$ cat src/rtl/cla_sub_pipe_44bit_pkg.sv
// Shared constants and the stage-register layout for the pipelined 44-bit CLA subtractor.
// Optional signed-overflow output is selected with CLA_SUB_SIGNED_OVF_EN.
package cla_pkg;

    localparam int CLA_WIDTH  = 44;
    localparam int CLA_SEG_W  = 11;
    localparam int CLA_STAGES = CLA_WIDTH / CLA_SEG_W;

    // Operands travel whole; each stage consumes its own segment of them and
    // fills in the matching slice of diff_lo.
    typedef struct packed {
        logic                 valid;
        logic [CLA_WIDTH-1:0] min_hi;
        logic [CLA_WIDTH-1:0] sub_hi;
        logic [CLA_WIDTH-1:0] diff_lo;
        logic                 borrow;
    } cla_stage_t;

endpackage

$ cat src/rtl/cla_sub_pipe_44bit_if.sv
// Operand/result handshake bundle for cla_sub_pipe_44bit.
// o_ovf exists only when CLA_SUB_SIGNED_OVF_EN is defined.
interface cla_sub_pipe_44bit_if;
    import cla_pkg::*;

    logic                 i_valid;
    logic                 o_ready;
    logic [CLA_WIDTH-1:0] i_min;
    logic [CLA_WIDTH-1:0] i_sub;
    logic                 o_valid;
    logic                 i_ready;
    logic [CLA_WIDTH:0]   o_result;
`ifdef CLA_SUB_SIGNED_OVF_EN
    logic                 o_ovf;

    modport master (
        output i_valid, i_min, i_sub, i_ready,
        input  o_ready, o_valid, o_result, o_ovf
    );
    modport slave (
        input  i_valid, i_min, i_sub, i_ready,
        output o_ready, o_valid, o_result, o_ovf
    );
`else
    modport master (
        output i_valid, i_min, i_sub, i_ready,
        input  o_ready, o_valid, o_result
    );
    modport slave (
        input  i_valid, i_min, i_sub, i_ready,
        output o_ready, o_valid, o_result
    );
`endif

endinterface

$ cat src/rtl/cla_sub_pipe_44bit_segment.sv
// Combinational SEG_W-bit borrow-lookahead slice: every internal borrow is a
// flat sum of generate/propagate products rather than a ripple chain.
module cla_sub_segment #(
    parameter int SEG_W = 11
) (
    input  logic [SEG_W-1:0] a_i,
    input  logic [SEG_W-1:0] b_i,
    input  logic             bin_i,
    output logic [SEG_W-1:0] d_o,
    output logic             bout_o
);

    logic [SEG_W-1:0] g;
    logic [SEG_W-1:0] p;
    logic [SEG_W:0]   bw;
    logic             term;

    assign g = ~a_i & b_i;
    assign p = ~(a_i ^ b_i);

    // bw[i] = bin&p[0..i-1]  |  OR_j g[j]&p[j+1..i-1]
    always_comb begin
        bw   = '0;
        term = 1'b0;
        for (int i = 0; i <= SEG_W; i++) begin
            term = bin_i;
            for (int j = 0; j < i; j++) begin
                term = term & p[j];
            end
            bw[i] = term;
            for (int j = 0; j < i; j++) begin
                term = g[j];
                for (int m = j + 1; m < i; m++) begin
                    term = term & p[m];
                end
                bw[i] = bw[i] | term;
            end
        end
    end

    assign d_o    = a_i ^ b_i ^ bw[SEG_W-1:0];
    assign bout_o = bw[SEG_W];

endmodule

$ cat src/rtl/cla_sub_pipe_44bit.sv
// Pipelined carry-lookahead subtractor: one SEG_W-bit segment per stage, global stall.
// Define CLA_SUB_SIGNED_OVF_EN to add the two's-complement overflow output o_ovf.
module cla_sub_pipe_44bit
    import cla_pkg::*;
#(
    parameter int WIDTH = CLA_WIDTH,
    parameter int SEG_W = CLA_SEG_W
) (
    input logic                 i_clk,
    input logic                 i_rst,
    cla_sub_pipe_44bit_if.slave bus
);

    localparam int STAGES = WIDTH / SEG_W;

    if (WIDTH % SEG_W != 0) begin : g_bad_seg
        $fatal(1, "cla_sub_pipe_44bit: WIDTH must be a multiple of SEG_W");
    end
    if (WIDTH != CLA_WIDTH) begin : g_bad_width
        $fatal(1, "cla_sub_pipe_44bit: WIDTH must match cla_pkg::CLA_WIDTH");
    end

    cla_stage_t pipe_q [STAGES];
    cla_stage_t pipe_d [STAGES];
    cla_stage_t in_st;
    cla_stage_t last;
    logic       advance;

    assign last    = pipe_q[STAGES-1];
    assign advance = !last.valid | bus.i_ready;

    always_comb begin
        in_st         = '0;
        in_st.valid   = bus.i_valid;
        in_st.min_hi  = bus.i_min;
        in_st.sub_hi  = bus.i_sub;
    end

    for (genvar k = 0; k < STAGES; k++) begin : g_stage
        cla_stage_t       cur;
        cla_stage_t       nxt;
        logic [SEG_W-1:0] seg_d;
        logic             seg_bout;

        if (k == 0) begin : g_first
            assign cur = in_st;
        end else begin : g_next
            assign cur = pipe_q[k-1];
        end

        cla_sub_segment #(.SEG_W(SEG_W)) u_seg (
            .a_i    (cur.min_hi[k*SEG_W +: SEG_W]),
            .b_i    (cur.sub_hi[k*SEG_W +: SEG_W]),
            .bin_i  (cur.borrow),
            .d_o    (seg_d),
            .bout_o (seg_bout)
        );

        always_comb begin
            nxt                            = cur;
            nxt.diff_lo[k*SEG_W +: SEG_W]  = seg_d;
            nxt.borrow                     = seg_bout;
        end

        assign pipe_d[k] = nxt;
    end

    // Stage boundary: all stages move together or all hold.
    always_ff @(posedge i_clk) begin
        if (i_rst) begin
            for (int k = 0; k < STAGES; k++) begin
                pipe_q[k] <= '0;
            end
        end else if (advance) begin
            for (int k = 0; k < STAGES; k++) begin
                pipe_q[k] <= pipe_d[k];
            end
        end
    end

    assign bus.o_ready  = advance;
    assign bus.o_valid  = last.valid;
    assign bus.o_result = {last.borrow, last.diff_lo};

`ifdef CLA_SUB_SIGNED_OVF_EN
    assign bus.o_ovf = (last.min_hi[WIDTH-1] != last.sub_hi[WIDTH-1]) &
                       (last.diff_lo[WIDTH-1] != last.min_hi[WIDTH-1]);
`endif

endmodule

$ cat src/flat_wrapper.sv
// flat-port wrapper written by rule: the top's interface ports become plain ports
module cla_sub_pipe_44bit_flat import cla_pkg::*;
#(
    parameter int WIDTH = CLA_WIDTH,
    parameter int SEG_W = CLA_SEG_W
)
  (i_clk, i_rst, bus_i_valid, bus_i_min, bus_i_sub, bus_i_ready, bus_o_ready, bus_o_valid, bus_o_result);
  cla_sub_pipe_44bit_if bus_i ();
  input logic i_clk;
  input logic i_rst;
  input wire logic [$bits(bus_i.i_valid)-1:0] bus_i_valid;
  input wire logic [$bits(bus_i.i_min)-1:0] bus_i_min;
  input wire logic [$bits(bus_i.i_sub)-1:0] bus_i_sub;
  input wire logic [$bits(bus_i.i_ready)-1:0] bus_i_ready;
  output wire logic [$bits(bus_i.o_ready)-1:0] bus_o_ready;
  output wire logic [$bits(bus_i.o_valid)-1:0] bus_o_valid;
  output wire logic [$bits(bus_i.o_result)-1:0] bus_o_result;
  assign bus_i.i_valid = bus_i_valid;
  assign bus_i.i_min = bus_i_min;
  assign bus_i.i_sub = bus_i_sub;
  assign bus_i.i_ready = bus_i_ready;
  assign bus_o_ready = bus_i.o_ready;
  assign bus_o_valid = bus_i.o_valid;
  assign bus_o_result = bus_i.o_result;
  cla_sub_pipe_44bit #(.WIDTH(WIDTH), .SEG_W(SEG_W)) u_core (.i_clk(i_clk), .i_rst(i_rst), .bus(bus_i));
endmodule
$ cat config.mk
export PLATFORM = sky130hd
export DESIGN_NAME = cla_sub_pipe_44bit_flat
export DESIGN_NICKNAME = d
export VERILOG_FILES = /design/src/rtl/cla_sub_pipe_44bit_pkg.sv /design/src/rtl/cla_sub_pipe_44bit_if.sv /design/src/rtl/cla_sub_pipe_44bit_segment.sv /design/src/rtl/cla_sub_pipe_44bit.sv /design/src/flat_wrapper.sv
export SDC_FILE = /design/constraint.sdc
export NUM_CORES = 1
export LEC_CHECK = 0
export CORE_UTILIZATION = 45
export CTS_BUF_LIST = sky130_fd_sc_hd__clkbuf_2 sky130_fd_sc_hd__clkbuf_4 sky130_fd_sc_hd__clkbuf_8
export CTS_CLUSTER_SIZE = 28
export DETAILED_ROUTE_END_ITERATION = 6
export GPL_TIMING_DRIVEN = 0
export HOLD_SLACK_MARGIN = 0.06
export PLACE_DENSITY_LB_ADDON = 0.12
export RECOVER_POWER = 100
export SYNTH_ARGS = -nofsm -noshare
export SYNTH_HDL_FRONTEND = slang
export SYNTH_HIERARCHICAL = 1
export SYNTH_SLANG_ARGS = --single-unit
$ cat constraint.sdc
create_clock -name i_clk -period 9.6 [get_ports i_clk]
set_input_delay 1.92 -clock i_clk [delete_from_list [all_inputs] [get_ports i_clk]]
set_output_delay 1.92 -clock i_clk [all_outputs]
set_load 0.02 [all_outputs]
==> results_dict.tcl, run 1 <==
set metrics [dict create \
    critPathMaxFanout 10 \
    cts_setup_buffers 0 \
    top_usage_layer "met2" \
    use_met3_pct 3.23 \
    clk_path_buf_depth 3 \
    portBuffers 137 \
    grt_pass1_wl_um 38200 \
    clk_latency_ns 0.53 \
    crit_path_end_kind "primary output" \
    final_util_pct 52.2 \
    cts_resized 0 \
    skew_ns 0.0174 \
    antennaDiodeCount 0 \
    relSlewSlack_pct -122 \
    clock-root-buffer "clkbuf_8" \
    dpl_cell_area_mm2 0.0147 \
    fin_crit_sh_pct 68.8 \
    regMostFlops "u_core/pipe_q" \
    fp.dieW_um 170 \
    dp_hpwl_um 16800 \
    setup_viol 0 \
    ir_drop_mv 0.0796 \
    crit_arrival_ns 4.69 \
    final_area_mm2 0.0145 \
    drt-initial-drc-count 445 \
    ys_seq_area_share_pct 58.9 \
    criticalPathCategory "input pin to primary output" \
    use_met2_pct 29.2 \
    fin_ws_ns 2.99 \
    pin_count 139 \
    path_delay_family "buffers and inverters" \
    postSynthAreaPerCell_um2 15.6 \
    synth.distinct_cells 40 \
    crit_path_top_delay_cell "dlygate4sd3_1" \
    drc 0 \
    cts_buffers 44 \
    pwr_density_cell_mw_per_mm2 179 \
    gr-total-overflow 0 \
    grt_setup_unrepaired "false" \
    clock-sinks 250 \
    slew_viol_final 67 \
    min_period_ns 6.61 \
    path_cells "dlygate4sd3_1 > nor2b_1 > clkbuf_1 > clkbuf_1 > clkbuf_1 > inv_1 > dlygate4sd3_1" \
    status "finished, violations left" \
    cp_num_buf_inv 6 \
    ant_nets 0 \
    grt_max_degree 70 \
    place_ws_ns 3.97 \
    cp_data_required_time_ns 7.68 \
    die-area_mm2 0.0290 \
    ys_warn_count 6 \
    num_rows 61 \
    start_util_pct 45.9 \
    power_w 0.00260 \
    clkSlewWorstSetupHoldPaths_ns 0.06 \
    violations "capacitance limit, slew limit" \
    syn2layout_area_growth_pct 13.9 \
    place_congestion 0.763 \
    start_kind "input pin" \
    largest_register_ffs 250 \
    htree_num_levels 2 \
    hold_class "flop to flop" \
    cts_tree "yes" \
    hold_viol 0 \
    synth_area_mm2 0.0127 \
    grt_usage_pct 17.4 \
    crit_top_cell "clkbuf_1" \
    first_global_vias 7177 \
    max_stage_delay_ns 0.67 \
    reg_top3 "u_core/pipe_q: 250 flops" \
    totalWireLength_um 24400 \
    first_pass_iters 5 \
    ys_ff_latch 250 \
    die_h_um 170 \
    antenna_found_initial 0 \
    grtUsageMet1_pct 22.9 \
    p_leak_nw 5.68 \
    layout.nets 1148 \
    drv_cap 1 \
    wl_per_cell_um 17.3 \
    fmax_mhz 151 \
    postSynthCellCount 817 \
    core-area_mm2 0.0278 \
    vias_per_cell 4.96 \
    drive_above_1_share_pct 13.9 \
    via_count 6974 \
    postCtsHoldBufs 0 \
    worst_pin_slew_ns 3.33 \
]
## cell usage in the layout, fill, tap and decap left out, types with 9 or more instances in the layout
| cell type | instances |
|---|---|
| a21oi_1 | 17 |
| clkbuf_8 | 45 |
| edfxtp_1 | 250 |
| xor2_1 | 9 |
| clkdlybuf4s50_1 | 88 |
| inv_1 | 56 |
| xnor2_1 | 21 |
| nor3b_1 | 224 |
| buf_2 | 21 |
| clkbuf_4 | 14 |
| nand2_1 | 21 |
| o21a_2 | 9 |
| dlygate4sd3_1 | 49 |
| nor3b_2 | 26 |
| clkbuf_1 | 34 |
| ha_1 | 48 |
## cell usage after synthesis
cell	instances	share of area (%)
inv_1	56	1.6
or3_1	3	0.15
nor3b_1	71	4.2
and4_1	3	0.21
clkbuf_1	6	0.18
ha_1	48	4.7
nor2_1	7	0.21
xnor2_1	21	1.4
o41ai_1	1	0.069
a31oi_2	1	0.098
xor2_1	9	0.62
o21a_2	9	0.62
a21oi_1	15	0.59
a21o_1	6	0.35
a21oi_4	1	0.13
o2111ai_2	1	0.12
conb_1	1	0.029
a21oi_2	1	0.069
a41oi_2	3	0.38
o22ai_4	3	0.47
nand3_1	2	0.079
fa_1	4	0.63
o31ai_2	3	0.29
nor3_1	5	0.20
buf_2	28	1.1
nand2b_1	8	0.39
nand2_1	21	0.62
o41ai_2	3	0.38
o211ai_2	4	0.39
nor2b_1	4	0.20
o21a_1	1	0.059
o21ai_0	4	0.16
nor3b_2	179	18
buf_6	22	1.9
or2_2	1	0.049
or3_4	3	0.27
o31ai_1	3	0.18
edfxtp_1	250	59
a211oi_1	3	0.18
o21ai_1	3	0.12
## final cells by class
type                       instances  area (um^2)
multi-input combinational        456         3820
inverter                          56          210
timing repair buffer             140         1450
clock buffer                      59          724
sequential                       250         7510
buffer                            56          244
clock inverter                    12         75.1
fill                            2500        13300
tap                              378          473
## worst reg2reg max path, delay by kind of cell (launching register included)
kind,cells,cell delay (ns)
buf+inv,4,1.95
flops,1,0.42
simple gates,2,1.95
## metrics by stage
step | std cells | setup TNS, ns | hold WS [ns]
3_3_place_gp | 1333 | -524.35 | 0.541
5_1_grt | 1407 | 0 | 0.585
3_5_place_dp | 1336 | 0 | 0.547
2_1_floorplan | 818 | 0 | 0.537
4_1_cts | 1407 | 0 | 0.559
6_report | 1407 | 0 | 0.557
## path summary, 6_finish.rpt
kind | from | to | slack, ns | cells past startpoint
hold / removal | u_core/pipe_q[0][80]$_SDFFCE_PN0P_ | u_core/pipe_q[0][214]$_SDFFCE_PN0P_ | 0.56 | 1
setup reg to reg | u_core/pipe_q[0][502]$_SDFFCE_PN0P_ | u_core/pipe_q[0][87]$_SDFFCE_PN0P_ | 4.97 | 6
hold reg to reg | u_core/pipe_q[0][80]$_SDFFCE_PN0P_ | u_core/pipe_q[0][214]$_SDFFCE_PN0P_ | 0.56 | 1
setup / recovery | bus_i_ready | bus_o_ready | 2.99 | 7
## metal layers
metal  wire length (um)  share of wire [%]
met1              10600                 43
met2              11800                 48
met3               1540                6.3
met4                503                2.1
met5                  0                  0
## cell families (layout without fill, tap and decap cells)
kind of cell / after synthesis / count (layout) / share of synthesized area, %
AO/OA/AOI/OAI: 65 / 65 / 4.65
XOR/XNOR: 30 / 30 / 2.06
adder cells (fa/ha/maj): 52 / 52 / 5.34
buffers and inverters: 112 / 323 / 4.87
flip-flops: 250 / 250 / 58.9
other: 1 / 2 / 0.0294
AND/OR/NAND/NOR: 307 / 307 / 24.1
## report_power, final
| part | total [W] | internal (W) | switching [W] |
|---|---|---|---|
| logic | 0.000369 | 0.000192 | 0.000177 |
| clock network | 0.000912 | 0.000510 | 0.000403 |
| registers | 0.00132 | 0.00130 | 0.0000223 |
| total | 0.00260 | 0.00200 | 0.000602 |
Note: power is estimated with default switching activity, not from simulation.
==> inputs of run 2 (changes only) <==
==> constraint.sdc (replaced) <==
create_clock -name i_clk -period 6 [get_ports i_clk]
set_input_delay 1.2 -clock i_clk [delete_from_list [all_inputs] [get_ports i_clk]]
set_output_delay 1.2 -clock i_clk [all_outputs]
set_load 0.02 [all_outputs]
==> run 2 against run 1 <==
  * The run still ends with capacitance limit, slew limit left
  * Flip-flop and latch count is the same
  * Die area is the same
  * Wire length shrank 0.13%
  * Worst setup slack lost 1.5 ns
  * Non-clock buffer count is the same
  * Critical endpoint unchanged
  * Largest power group unchanged
==> results_dict.tcl, run 2 (same netlist as run 1, synthesis figures left out) <==
set metrics [dict create \
    r2r_start "u_core/pipe_q[0][502]$_SDFFCE_PN0P_" \
    pin_count 139 \
    antennaDiodeCount 0 \
    antenna_found_initial 0 \
    first_pass_iters 5 \
    relSlewSlack_pct -54.6 \
    die-area_mm2 0.0290 \
    postCtsHoldBufs 0 \
    ir_drop_mv 0.119 \
    crit_path_end_kind "primary output" \
    drt-initial-drc-count 353 \
    fin_hold_ws_ns 0.548 \
    fp.dieW_um 170 \
    start_kind "input pin" \
    max_stage_delay_ns 0.64 \
    gr-total-overflow 0 \
    htree_num_levels 2 \
    ant_nets 0 \
    hold_class "flop to flop" \
    layout.nets 1149 \
    grt_pass1_wl_um 38000 \
    final_area_mm2 0.0145 \
    cts_buffers 45 \
    cts_resized 0 \
    cts_setup_buffers 0 \
    r2r_slack_ns 2.59 \
    via_count 7043 \
    mostFrequentLayoutCells "edfxtp_1, nor3b_1, clkdlybuf4s50_1, inv_1, dlygate4sd3_1" \
    hold_depth 1 \
    grt_setup_unrepaired "false" \
    fin_crit_sh_pct 75.7 \
    skew_ns 0.0243 \
    setup_viol 0 \
    start_util_pct 45.9 \
    fin_setup_tns_ns 0 \
    clk_path_buf_depth 3 \
    status "finished, violations left" \
    worstHoldEndpoint "u_core/pipe_q[0][184]$_SDFFCE_PN0P_" \
    drc 0 \
    ff2ff_path_depth 5 \
    fin_ws_ns 1.46 \
    min_from "u_core/pipe_q[0][50]$_SDFFCE_PN0P_" \
    crit_path_top_delay_cell "dlygate4sd3_1" \
    slew_viol_final 40 \
    critPathMaxFanout 10 \
    totalWireLength_um 24300 \
    grt_max_degree 73 \
    portBuffers 137 \
    first_global_vias 7140 \
    clock-sinks 250 \
    vias_per_cell 5.00 \
    clock-root-buffer "clkbuf_8" \
    violations "capacitance limit, slew limit" \
    clkSlewWorstSetupHoldPaths_ns 0.05 \
    drive_above_1_share_pct 15.0 \
    core-area_mm2 0.0278 \
    cp_data_required_time_ns 4.80 \
    final_common_cell "edfxtp_1" \
    dp_hpwl_um 16700 \
    p_leak_nw 5.70 \
    reg_top3 "u_core/pipe_q: 250 flops" \
    die_h_um 170 \
    clk_latency_ns 0.54 \
    drv_cap 1 \
    hold_viol 0 \
    crit_arrival_ns 3.34 \
    fmax_mhz 220 \
    min_period_ns 4.54 \
    grt_usage_pct 17.3 \
    dpl_cell_area_mm2 0.0147 \
    num_rows 61 \
    pwr_density_cell_mw_per_mm2 286 \
    cts_tree "yes" \
    place_congestion 0.751 \
    final_util_pct 52.3 \
    criticalPathCategory "input pin to primary output" \
    syn2layout_area_growth_pct 14.1 \
    worst_pin_slew_ns 2.32 \
    rr_endpoint "u_core/pipe_q[0][240]$_SDFFCE_PN0P_" \
    wl_per_cell_um 17.3 \
    regMostFlops "u_core/pipe_q" \
    path_cells "dlygate4sd3_1 > nor2b_1 > clkbuf_1 > buf_6 > buf_6 > inv_1 > dlygate4sd3_1" \
    place_ws_ns 1.83 \
    largest_register_ffs 250 \
]
run 2: changes by cell type in the layout (fill, tap and decap cells not counted), sizes merged:
cell,change
clkbuf,+2
buf,+2
bufinv,-1
clkinv,-2
run 2: worst max-delay path: cells and delay by family:
| family | cells | cell delay, ns |
|---|---|---|
| buffers and inverters | 6 | 2.01 |
| and+or+nand+nor | 1 | 0.12 |
run 2: power breakdown:
group          switching (W)  internal, W
clock               0.000650     0.000799
combinational       0.000283     0.000308
sequential         0.0000358      0.00208
total               0.000968      0.00318
run 2: worst max path at each step:
| stage | from | end | slack, ns |
|---|---|---|---|
| 3_5_place_dp | bus_i_ready | bus_o_ready | 1.83 |
| 3_3_place_gp | bus_i_ready | u_core/pipe_q[0][406]$_SDFFCE_PN0P_ | -0.95 |
| 2_1_floorplan | i_rst | u_core/pipe_q[0][0]$_SDFFCE_PN0P_ | 0.81 |
| 5_1_grt | bus_i_ready | bus_o_ready | 1.33 |
| 6_report | bus_i_ready | bus_o_ready | 1.46 |
| 4_1_cts | bus_i_ready | bus_o_ready | 1.82 |
run 2: area by class of cell:
cell class,count,area [um^2]
clock inverter,9,38.8
buffer,56,259
clock buffer,63,754
inverter,56,210
fill,2525,13200
sequential,250,7510
multi-input combinational,456,3840
tap,378,473
timing repair buffer,140,1450
run 2: stage by stage:
step                cells  power, W
global route         1408   0.00435
CTS                  1408   0.00427
global placement     1333   0.00280
detailed placement   1336   0.00280
finish               1408   0.00415
floorplan             818   0.00258
run 2: metal layers:
metal	vias to the layer above	track usage, %	part of all wire, %
li1	3429	-	-
met1	3397	22.6	46
met2	173	29.1	48
met3	44	3.19	4.8
met4	0	5.72	2.1
met5	-	0	0
==> inputs of run 3 (changes only) <==
==> constraint.sdc (replaced) <==
create_clock -name i_clk -period 4.02 [get_ports i_clk]
set_input_delay 0.804 -clock i_clk [delete_from_list [all_inputs] [get_ports i_clk]]
set_output_delay 0.804 -clock i_clk [all_outputs]
set_load 0.02 [all_outputs]
==> run 3 against run 2 <==
  * The run still ends with capacitance limit, slew limit left
  * Worst hold slack improved by 0.016 ns
  * Clock skew decreased by 0.011 ns
  * Critical path type unchanged
  * Global-route usage increased by 0.16 points
  * Clock-buffer cell count unchanged
  * Sequential share of layout area increased by 0.23 points
  * Worst setup slack got worse by 0.98 ns
  * Final area decreased by 0.45%
  * Wire length increased by 0.90%
==> results_dict.tcl, run 3 (same netlist as run 1, synthesis figures left out) <==
set metrics [dict create \
    status "finished, violations left" \
    violations "capacitance limit, slew limit" \
    cp_num_buf_inv 6 \
    portBuffers 137 \
    layout.nets 1148 \
    final_common_cell "edfxtp_1" \
    cts_buffers 44 \
    path_delay_family "buffers and inverters" \
    clock-sinks 250 \
    worst_pin_slew_ns 1.53 \
    grt_setup_unrepaired "false" \
    start_kind "input pin" \
    num_rows 61 \
    regMostFlops "u_core/pipe_q" \
    clk_path_buf_depth 3 \
    setup_viol 0 \
    ff2ff_path_depth 6 \
    final_util_pct 52.1 \
    drv_cap 1 \
    via_count 6988 \
    final_cells 1406 \
    gr-total-overflow 0 \
    grt_max_degree 71 \
    antenna_found_initial 0 \
    crit_path_top_delay_cell "clkdlybuf4s50_1" \
    die_h_um 170 \
    critPathMaxFanout 10 \
    clock-root-buffer "clkbuf_8" \
    mostFrequentLayoutCells "edfxtp_1, nor3b_1, clkdlybuf4s50_1, inv_1, ha_1" \
    antennaDiodeCount 0 \
    drt-initial-drc-count 461 \
    postCtsHoldBufs 0 \
    crit_path_end_kind "primary output" \
    path_depth 7 \
    p_leak_nw 5.68 \
    htree_num_levels 2 \
    clkSlewWorstSetupHoldPaths_ns 0.05 \
    placedCellCount 1336 \
    criticalPathCategory "input pin to primary output" \
    ant_nets 0 \
    dp_hpwl_um 16600 \
    largest_register_ffs 250 \
    first_pass_iters 4 \
    die-area_mm2 0.0290 \
    crit_arrival_ns 2.74 \
    reg_top3 "u_core/pipe_q: 250 flops" \
    wl_per_cell_um 17.5 \
    fin_crit_sh_pct 88.1 \
    hold_viol 0 \
    fill_cells 2503 \
    fmax_mhz 283 \
    ir_drop_mv 0.217 \
    max_stage_delay_ns 0.54 \
    fp.dieW_um 170 \
    final_area_mm2 0.0145 \
    grt_pass1_wl_um 38600 \
    clk_latency_ns 0.53 \
    grt_usage_pct 17.5 \
    pin_count 139 \
    core-area_mm2 0.0278 \
    skew_ns 0.0133 \
    cp_data_required_time_ns 3.22 \
    hold_class "flop to flop" \
    cts_resized 0 \
    place_congestion 0.758 \
    first_global_vias 7151 \
    dpl_cell_area_mm2 0.0147 \
    syn2layout_area_growth_pct 13.6 \
    path_cells "clkdlybuf4s50_1 > nor2b_1 > clkbuf_1 > buf_6 > buf_6 > inv_1 > clkdlybuf4s50_1" \
    drc 0 \
    totalWireLength_um 24600 \
    start_util_pct 45.9 \
    slew_viol_final 57 \
    cts_tree "yes" \
    drive_above_1_share_pct 14.2 \
    pwr_density_cell_mw_per_mm2 425 \
    relSlewSlack_pct -1.99 \
    cts_setup_buffers 0 \
    min_period_ns 3.54 \
    hold_depth 1 \
    vias_per_cell 4.97 \
]
run 3: layer usage:
layer,up-vias,part of all wire [%],GRT usage (%),wire length [um]
met5,-,0,0,0
met4,0,1.8,5.09,434
met3,38,6.0,3.30,1480
met2,187,48,29.2,11700
met1,3347,44,23.0,10900
li1,3416,-,-,-
run 3: layout make-up:
class	count	area [um^2]	area share (%)
clock inverter	7	27.5	0.190
inverter	56	210	1.45
timing repair buffer	140	1450	10.0
buffer	56	262	1.81
clock buffer	63	754	5.21
sequential	250	7510	51.9
multi-input combinational	456	3790	26.2
tap	378	473	3.27
run 3: worst register-to-register path: stages (launching register included):
cell and delay, ns:
edfxtp_1 0.44, nor2b_1 0.16, clkbuf_1 0.22, buf_6 0.22
nand2b_2 1.06, buf_16 0.37, buf_16 0.35
run 3: worst paths after layout:
check	endpoint	from	slack, ns
min	u_core/pipe_q[0][318]$_SDFFCE_PN0P_	u_core/pipe_q[0][184]$_SDFFCE_PN0P_	0.56
max reg2reg	u_core/pipe_q[0][316]$_SDFFCE_PN0P_	u_core/pipe_q[0][502]$_SDFFCE_PN0P_	0.81
max	bus_o_ready	bus_i_ready	0.48
min reg2reg	u_core/pipe_q[0][318]$_SDFFCE_PN0P_	u_core/pipe_q[0][184]$_SDFFCE_PN0P_	0.56
run 3: where the power goes:
group | switching [W] | internal [W] | total [W]
clock | 0.000949 | 0.00118 | 0.00213
sequential | 0.0000528 | 0.00310 | 0.00315
combinational | 0.000415 | 0.000452 | 0.000867
total | 0.00142 | 0.00474 | 0.00616
run 3: through the flow:
step | TNS (ns) | hold WS (ns) | power [W] | worst slack, ns
4_1_cts | 0 | 0.566 | 0.00635 | 0.631
3_5_place_dp | 0 | 0.548 | 0.00418 | 0.563
2_1_floorplan | 0 | 0.537 | 0.00386 | 0.699
5_1_grt | 0 | 0.581 | 0.00645 | 0.371
3_3_place_gp | -143.46 | 0.539 | 0.00417 | -0.585
6_report | 0 | 0.564 | 0.00616 | 0.480
